[src/rtl/serial_add_sub_pkg.sv]
// Shared definitions for the bit-serial adder/subtractor: FSM encoding and default width.
package serial_add_sub_pkg;

   typedef enum logic {
      ST_IDLE  = 1'b0,
      ST_SHIFT = 1'b1
   } state_t;

   localparam int DEF_WIDTH = 8;

endpackage

[src/rtl/full_adder_cell.sv]
// Single-bit full adder: sum and majority carry, purely combinational (zero latency).
module full_adder_cell (
   input  logic a,
   input  logic b,
   input  logic c,
   output logic s,
   output logic cn
);

   assign s  = a ^ b ^ c;
   assign cn = (a & b) | (c & (a ^ b));

endmodule

[src/rtl/serial_add_sub.sv]
// Bit-serial two's-complement add/sub, LSB first through one full-adder cell.
// Result and a one-cycle Done appear WIDTH edges after the accepted Start; Start is ignored while busy.
module serial_add_sub
   import serial_add_sub_pkg::*;
#(
   parameter int WIDTH = DEF_WIDTH
) (
   input  logic             Clock,
   input  logic             Reset,
   input  logic             Start,
   input  logic             Sub,
   input  logic [WIDTH-1:0] A_in,
   input  logic [WIDTH-1:0] B_in,
   output logic             Busy,
   output logic             Done,
   output logic [WIDTH-1:0] Sum,
   output logic             Cout,
   output logic             Overflow
);

   localparam int CW = (WIDTH > 1) ? $clog2(WIDTH) : 1;

   state_t           state;
   state_t           state_nxt;
   logic [CW-1:0]    count;
   logic [WIDTH-1:0] a_sr;
   logic [WIDTH-1:0] b_sr;
   logic             carry;
   logic             s;
   logic             cn;
   logic             last;

   full_adder_cell u_cell (
      .a  (a_sr[0]),
      .b  (b_sr[0]),
      .c  (carry),
      .s  (s),
      .cn (cn)
   );

   assign last = (count == CW'(WIDTH - 1));

   always_ff @(posedge Clock or posedge Reset) begin
      if (Reset) begin
         state <= ST_IDLE;
      end else begin
         state <= state_nxt;
      end
   end

   always_comb begin
      state_nxt = state;
      case (state)
         ST_IDLE:  if (Start) state_nxt = ST_SHIFT;
         ST_SHIFT: if (last)  state_nxt = ST_IDLE;
      endcase
   end

   always_comb begin
      Busy = (state == ST_SHIFT);
   end

   // Sum bits enter at the top of a_sr so that after WIDTH shifts it holds the full result.
   always_ff @(posedge Clock or posedge Reset) begin
      if (Reset) begin
         count    <= '0;
         a_sr     <= '0;
         b_sr     <= '0;
         carry    <= 1'b0;
         Done     <= 1'b0;
         Sum      <= '0;
         Cout     <= 1'b0;
         Overflow <= 1'b0;
      end else begin
         Done <= 1'b0;
         case (state)
            ST_IDLE: begin
               if (Start) begin
                  a_sr  <= A_in;
                  b_sr  <= Sub ? ~B_in : B_in;
                  carry <= Sub;
                  count <= '0;
               end
            end
            ST_SHIFT: begin
               a_sr  <= {s, a_sr[WIDTH-1:1]};
               b_sr  <= b_sr >> 1;
               carry <= cn;
               count <= count + 1'b1;
               if (last) begin
                  Sum      <= {s, a_sr[WIDTH-1:1]};
                  Cout     <= cn;
                  Overflow <= carry ^ cn;
                  Done     <= 1'b1;
               end
            end
         endcase
      end
   end

endmodule

[config.mk]
export PLATFORM = sky130hd
export DESIGN_NAME = serial_add_sub
export DESIGN_NICKNAME = d
export VERILOG_FILES = /design/src/rtl/serial_add_sub_pkg.sv /design/src/rtl/full_adder_cell.sv /design/src/rtl/serial_add_sub.sv
export SDC_FILE = /design/constraint.sdc
export NUM_CORES = 1
export LEC_CHECK = 0
export CORE_AREA = 2 2 70 72
export DETAILED_ROUTE_END_ITERATION = 8
export DIE_AREA = 0 0 72 74
export SLEW_MARGIN = 40
export SYNTH_ARGS = -nofsm -noshare
export SYNTH_HDL_FRONTEND = slang
export SYNTH_SLANG_ARGS = --single-unit
[constraint.sdc]
create_clock -name Clock -period 1.3 [get_ports Clock]
set_input_delay 0.39 -clock Clock [delete_from_list [all_inputs] [get_ports Clock]]
set_output_delay 0.39 -clock Clock [all_outputs]
set_load 0.03 [all_outputs]
==> results of run 1 <==
layer usage:
metal | up-vias | global-route usage [%] | share of wire (%)
li1 | 514 | - | -
met4 | 0 | 6.92 | 2.6
met2 | 35 | 23.0 | 46
met5 | - | 0 | 0
met3 | 9 | 4.61 | 7.1
met1 | 496 | 15.8 | 44
state kept, by name (all words and copies together), names as in the netlist:
name	count
count	3
carry	1
Sum	8
Busy	1
Done	1
Cout	1
a_sr	8
b_sr	8
Overflow	1
kinds of logic after synthesis:
family	after synthesis	synth area share, %
flops	32	51.7
simple gates	30	10.3
compound gates	20	9.37
mux	20	16.0
buf+inv	11	4.60
xor+xnor	9	5.09
fa+ha+maj	3	2.91
report_power, final:
part	switching, W	internal, W	leakage [nW]
logic	0.00106	0.00114	0.574
clock network	0.000350	0.000363	0.0410
registers	0.000300	0.00146	0.396
total	0.00171	0.00296	1.01
worst min-delay path: stages:
cell	delay, ns
clkdlybuf4s50_1	0.39
inv_1	0.10
buf_12	0.21
stage by stage:
step | hold slack [ns] | utilization, %
after global routing | 0.477 | 46.2
final | 0.453 | 46.2
after detailed placement | 0.480 | 42.9
after floorplan | 0.447 | -
after CTS | 0.455 | 45.7
after global placement | 0.471 | 42.9
cells in the final DEF, fill, tap and decap left out, drive strengths merged:
master,Yosys,routed
or3b,5,5
dlymetal6s2s,0,1
xor2,3,3
ha,2,2
xnor2,6,6
nand2,17,18
dfrtp,32,32
a221o,2,2
mux2,11,11
inv,3,3
nor2,2,2
and2,2,2
dlygate4sd2,0,1
clkinv,0,1
buf,8,27
clkbuf,0,6
fa,1,1
nor2b,1,1
o21ai,12,12
mux2i,9,9
a211oi,1,1
nand2b,3,3
clkdlybuf4s50,0,17
o211ai,5,5
timing repair:
action | 4_1_cts | 5_1_grt
pin swaps | 3 | 1
setup endpoints to repair | 16 | 13
resized for setup | 4 | 3
cloned | 1 | 0
buffers inserted | 4 | 1
worst max-delay path by stage:
stage                        start  endpoint  slack (ns)  cells past startpoint
after detailed placement     Start   b_sr[5]       -0.35                      4
after floorplan           count[1]      Cout       -0.04                      5
after global routing      count[0]    Sum[1]       -0.07                      4
final                        carry  Overflow       -0.03                      3
after CTS                    carry  Overflow       -0.04                      3
after global placement       Start   b_sr[5]       -0.32                      4
layout make-up:
class / instances / area share (%)
clock buffer: 6 / 3.42
sequential: 32 / 37.8
clock inverter: 1 / 0.236
tap: 54 / 3.18
inverter: 3 / 0.530
timing repair buffer: 46 / 20.3
multi-input combinational: 83 / 34.6
==> reports/metrics.yaml, run 1 <==
place.gp.congestion: 0.757
path_max_fanout: 2
period_share_pct: 102
ff2ff_path_depth: 3
multi_input_area_sq_um: 734
rr_startpoint: "carry"
regToRegSetupSlack_ns: -0.03
worst-path-buf-inv: 0
synthTopCellsByArea: "dfrtp_1 52%, mux2_4 8.7%, mux2i_1 5.8%, o21ai_0 3.9%, nand2_1 3.9%"
drc: 0
h-tree-depth: 2
num-fill-cells: 415
ys_types: 26
peakVddDrop_uv: 563
power_density_nw_per_um2: 2200
fmax_ghz: 0.753
synth.largest_area_cell: "dfrtp_1"
vias: 1054
syn_area_per_cell_sq_um: 12.4
synth_ff_type: "dfrtp_1"
cts_buffer_depth: 2
area_growth_pct: 37.2
pre_cts_slack_ns: -0.355
coreArea_sq_um: 4600
netlist_area_sq_um: 1550
final_cell_count_no_fill: 225
die_h_um: 74
seq_area_sq_um: 802
status: "finished, violations left"
floorplan.initialDensity_pct: 33.7
fin_ws_ns: -0.0282
async_flop_share_pct: 100
synth_nets: 148
max-cap-violations: 0
crit_chain: "fa_2, xor2_1, mux2_4"
fin_skew_ns: 0.00496
crit_family: "flip-flops"
cts-hold-fix-buffers: 0
wl_per_cell_um: 13.9
tightestPinTransition_ns: 0.253
clk_pin_slew_ns: 0.07
grt_max_degree: 33
cts.sinks: 32
cp-end-kind: "register"
dpl.hpwl_um: 2110
synth_cells: 125
worst_path_max_delay_cell: "dfrtp_1"
first_iter_violations: 57
worstSetupStartpointType: "register"
final_layout_size_suffix_gt1_share_pct: 33.3
die_area_sq_um: 5330
rsz0062_at_grt: "true"
yosysTopAreaCellShare_pct: 51.7
grt_pass1_wl_um: 5460
leakagePower_nw: 1.01
layout.nets: 194
synth_commonest_cells: "32 x dfrtp_1, 16 x nand2_1, 12 x o21ai_0"
ys_seq_area_share_pct: 51.7
worst-setup-path-type: "reg2reg"
placed_area_sq_um: 1970
insertion_delay_ns: 0.28
hold_viol: 0
io_pins: 32
die_w_um: 72
grt_pass1_vias: 1176
r2r_end: "Overflow"
power_w: 0.00467
relSlewSlack_pct: 83.1
yosysMostFrequentCell: "dfrtp_1"
grt_overflow_total: 0
rows: 25
fin_crit_ns: 1.33
grt_use_total_pct: 13.7
cp.required_ns: 1.47
finalSetupViolCount: 5
violations: "negative setup slack"
cts_made_buffers: 5
yosys_warnings: 0
n_antenna_cell: 0
grt_antenna_before_repair: 0
post-place-cells: 212
design_area_sq_um: 2120
arrival_ns: 1.49
firstDrtPassIters: 4
ys_ff_latch: 32
hold_path_class: "in2async"
ctsRootBufferMaster: "clkbuf_8"
vias_per_cell: 4.68
drv_slew: 0
synth_edf_count: 0
cts_tree: "built"
max_stage_delay_ns: 0.40
tns_ns: -0.0626
ant_nets: 0
wirelength_um: 3140
portBuffers: 31
Power figures use the tool's default switching activity.
==> run 2: changes to the inputs <==
Settings changed: SYNTH_HIERARCHICAL from default to 1.
==> run 2 against run 1 <==
- the run still ends with negative setup slack left
- die area did not move
- cell count rose by 2.2%
- sequential share of layout area fell by 1.0 points
- power rose by 4.8%
- synthesized area rose by 0.65%
==> reports/metrics.yaml, run 2 <==
max-cap-violations: 0
worst_path_max_delay_cell: "dfrtp_2"
rr_startpoint: "carry"
fin_ws_ns: -0.0401
vias: 1071
max_stage_delay_ns: 0.42
ff2ff_path_depth: 3
synth_nets: 150
fmax_ghz: 0.746
die_area_sq_um: 5330
ctsRootBufferMaster: "clkbuf_8"
n_antenna_cell: 0
grt_use_total_pct: 13.0
area_growth_pct: 40.1
num-fill-cells: 405
synth_edf_count: 0
peakVddDrop_uv: 900
fin_crit_ns: 1.34
synth_ff_type: "dfrtp_1"
drv_slew: 0
grt_max_degree: 33
status: "finished, violations left"
final_common_cell: "dfrtp_1"
post-place-cells: 219
power_density_nw_per_um2: 2240
cts-hold-fix-buffers: 0
cts_made_buffers: 5
violations: "negative setup slack"
io_pins: 32
yosys_warnings: 6
wirelength_um: 3070
grt_antenna_before_repair: 0
crit_path_frequent_cell: "buf_6"
die_w_um: 72
drc: 0
hold_viol: 0
grt_pass1_wl_um: 5280
cts_buffer_depth: 2
period_share_pct: 103
cp.required_ns: 0.91
die_h_um: 74
cts.sinks: 32
ys_types: 23
synth_cells: 127
grt_pass1_vias: 1147
layout.nets: 198
cts_tree: "built"
syn_area_per_cell_sq_um: 12.3
hold_path_class: "in2async"
cp-end-kind: "output pin"
first_iter_violations: 59
ys_seq_area_share_pct: 51.4
path_max_fanout: 3
rows: 25
floorplan.initialDensity_pct: 33.9
async_flop_share_pct: 100
rsz0062_at_grt: "true"
relSlewSlack_pct: 85.0
synthTopCellsByArea: "dfrtp_1 51%, mux2_4 8.7%, mux2i_1 5.8%, o211ai_2 4.8%, xnor2_1 4.5%"
finalSetupViolCount: 7
worstSetupStartpointType: "register"
vias_per_cell: 4.66
r2r_end: "Overflow"
yosysTopAreaCellShare_pct: 51.4
yosysMostFrequentCell: "dfrtp_1"
synth.largest_area_cell: "dfrtp_1"
final_cell_count_no_fill: 230
insertion_delay_ns: 0.28
worst-setup-path-type: "reg2out"
netlist_area_sq_um: 1560
h-tree-depth: 2
ys_ff_latch: 32
largestRegisters: "Sum (8), a_sr (8), b_sr (8)"
dpl.hpwl_um: 2160
arrival_ns: 0.95
tightestPinTransition_ns: 0.224
firstDrtPassIters: 4
hold_ws_ns: 0.455
wl_per_cell_um: 13.3
synth_commonest_cells: "32 x dfrtp_1, 18 x nand2_1, 13 x o21ai_0"
clk_pin_slew_ns: 0.07
place.gp.congestion: 0.776
final_layout_size_suffix_gt1_share_pct: 35.8
coreArea_sq_um: 4600
leakagePower_nw: 1.02
ant_nets: 0
regToRegSetupSlack_ns: -0.03
crit_chain: "buf_6, buf_6"
fin_skew_ns: 0.00679
final_cell_mix: "31 x dfrtp_1, 25 x buf_4, 18 x nand2_1, 18 x clkdlybuf4s50_1, 13 x o21ai_0"
portBuffers: 31
grt_overflow_total: 0
==> run 2: cell count changes in the layout (fill, tap and decap cells not counted), sizes merged, moves of 2 or more <==
cell    before  now
xor2         3    1
nand2       18   20
or3b         5    8
o211ai       5    7
buf         27   30
xnor2        6    8
and2         2    0
a221o        2    0
==> run 2: stage by stage <==
step / setup TNS [ns] / utilization [%] / instance area, sq um / setup WS [ns] / total power, W
3_3_place_gp: -5.87 / 43.7 / 2010 / -0.315 / 0.00377
3_5_place_dp: -6.46 / 43.7 / 2010 / -0.356 / 0.00384
4_1_cts: -0.290 / 47.2 / 2170 / -0.0436 / 0.00492
2_1_floorplan: -0.356 / - / 1590 / -0.0395 / 0.00313
5_1_grt: -0.614 / 47.5 / 2180 / -0.0702 / 0.00522
6_report: -0.102 / 47.5 / 2180 / -0.0401 / 0.00489
==> run 2: worst max path at each step <==
stage / startpoint / endpoint / slack (ns)
after floorplan: count[1] / Cout / -0.04
after CTS: Busy / Busy / -0.04
after global placement: Start / b_sr[2] / -0.31
after global routing: carry / Overflow / -0.07
final: Busy / Busy / -0.04
after detailed placement: Start / count[0] / -0.36
==> run 2: metal layers <==
metal,wire length [um],vias up,GRT usage [%]
li1,-,529,-
met1,1400,506,16.4
met2,1470,31,21.4
met3,164,5,3.66
met4,33,0,5.03
met5,0,-,0
==> run 2: report_power, final <==
part | leakage [nW] | switching [W] | internal, W
registers | 0.395 | 0.000289 | 0.00146
clock network | 0.0541 | 0.000375 | 0.000567
logic | 0.575 | 0.00106 | 0.00114
==> run 2: what timing repair did <==
| item | CTS | global route |
|---|---|---|
| resized for setup | 7 | 3 |
| setup endpoints to repair | 17 | 18 |
| cloned | 1 | 0 |
| setup buffers | 1 | 1 |
| pin swaps | 3 | 1 |
==> run 2: cell type report <==
cell class	instances	area, sq um	share of cell area [%]
inverters	3	11.3	0.515
flip-flops and latches	32	802	36.7
clock buffers	5	68.8	3.15
multi-input cells	84	742	34.0
clock inverters	3	42.5	1.95
repair buffers	49	450	20.6
well taps	54	67.6	3.09
==> run 2: worst max-delay path, delay by kind of cell, from the launching register on <==
family	cells	cell delay, ns
DFF	1	0.42
buffers and inverters	2	0.26
==> run 2: cell families after synthesis <==
family,Yosys count,share of synthesized area (%)
muxes,19,15.2
AOI/OAI and AO/OA,21,9.95
DFF,32,51.4
adders and majority gates,3,2.89
xor gates and xnor gates,9,5.06
buffers and inverters,12,4.89
and+or+nand+nor,31,10.7
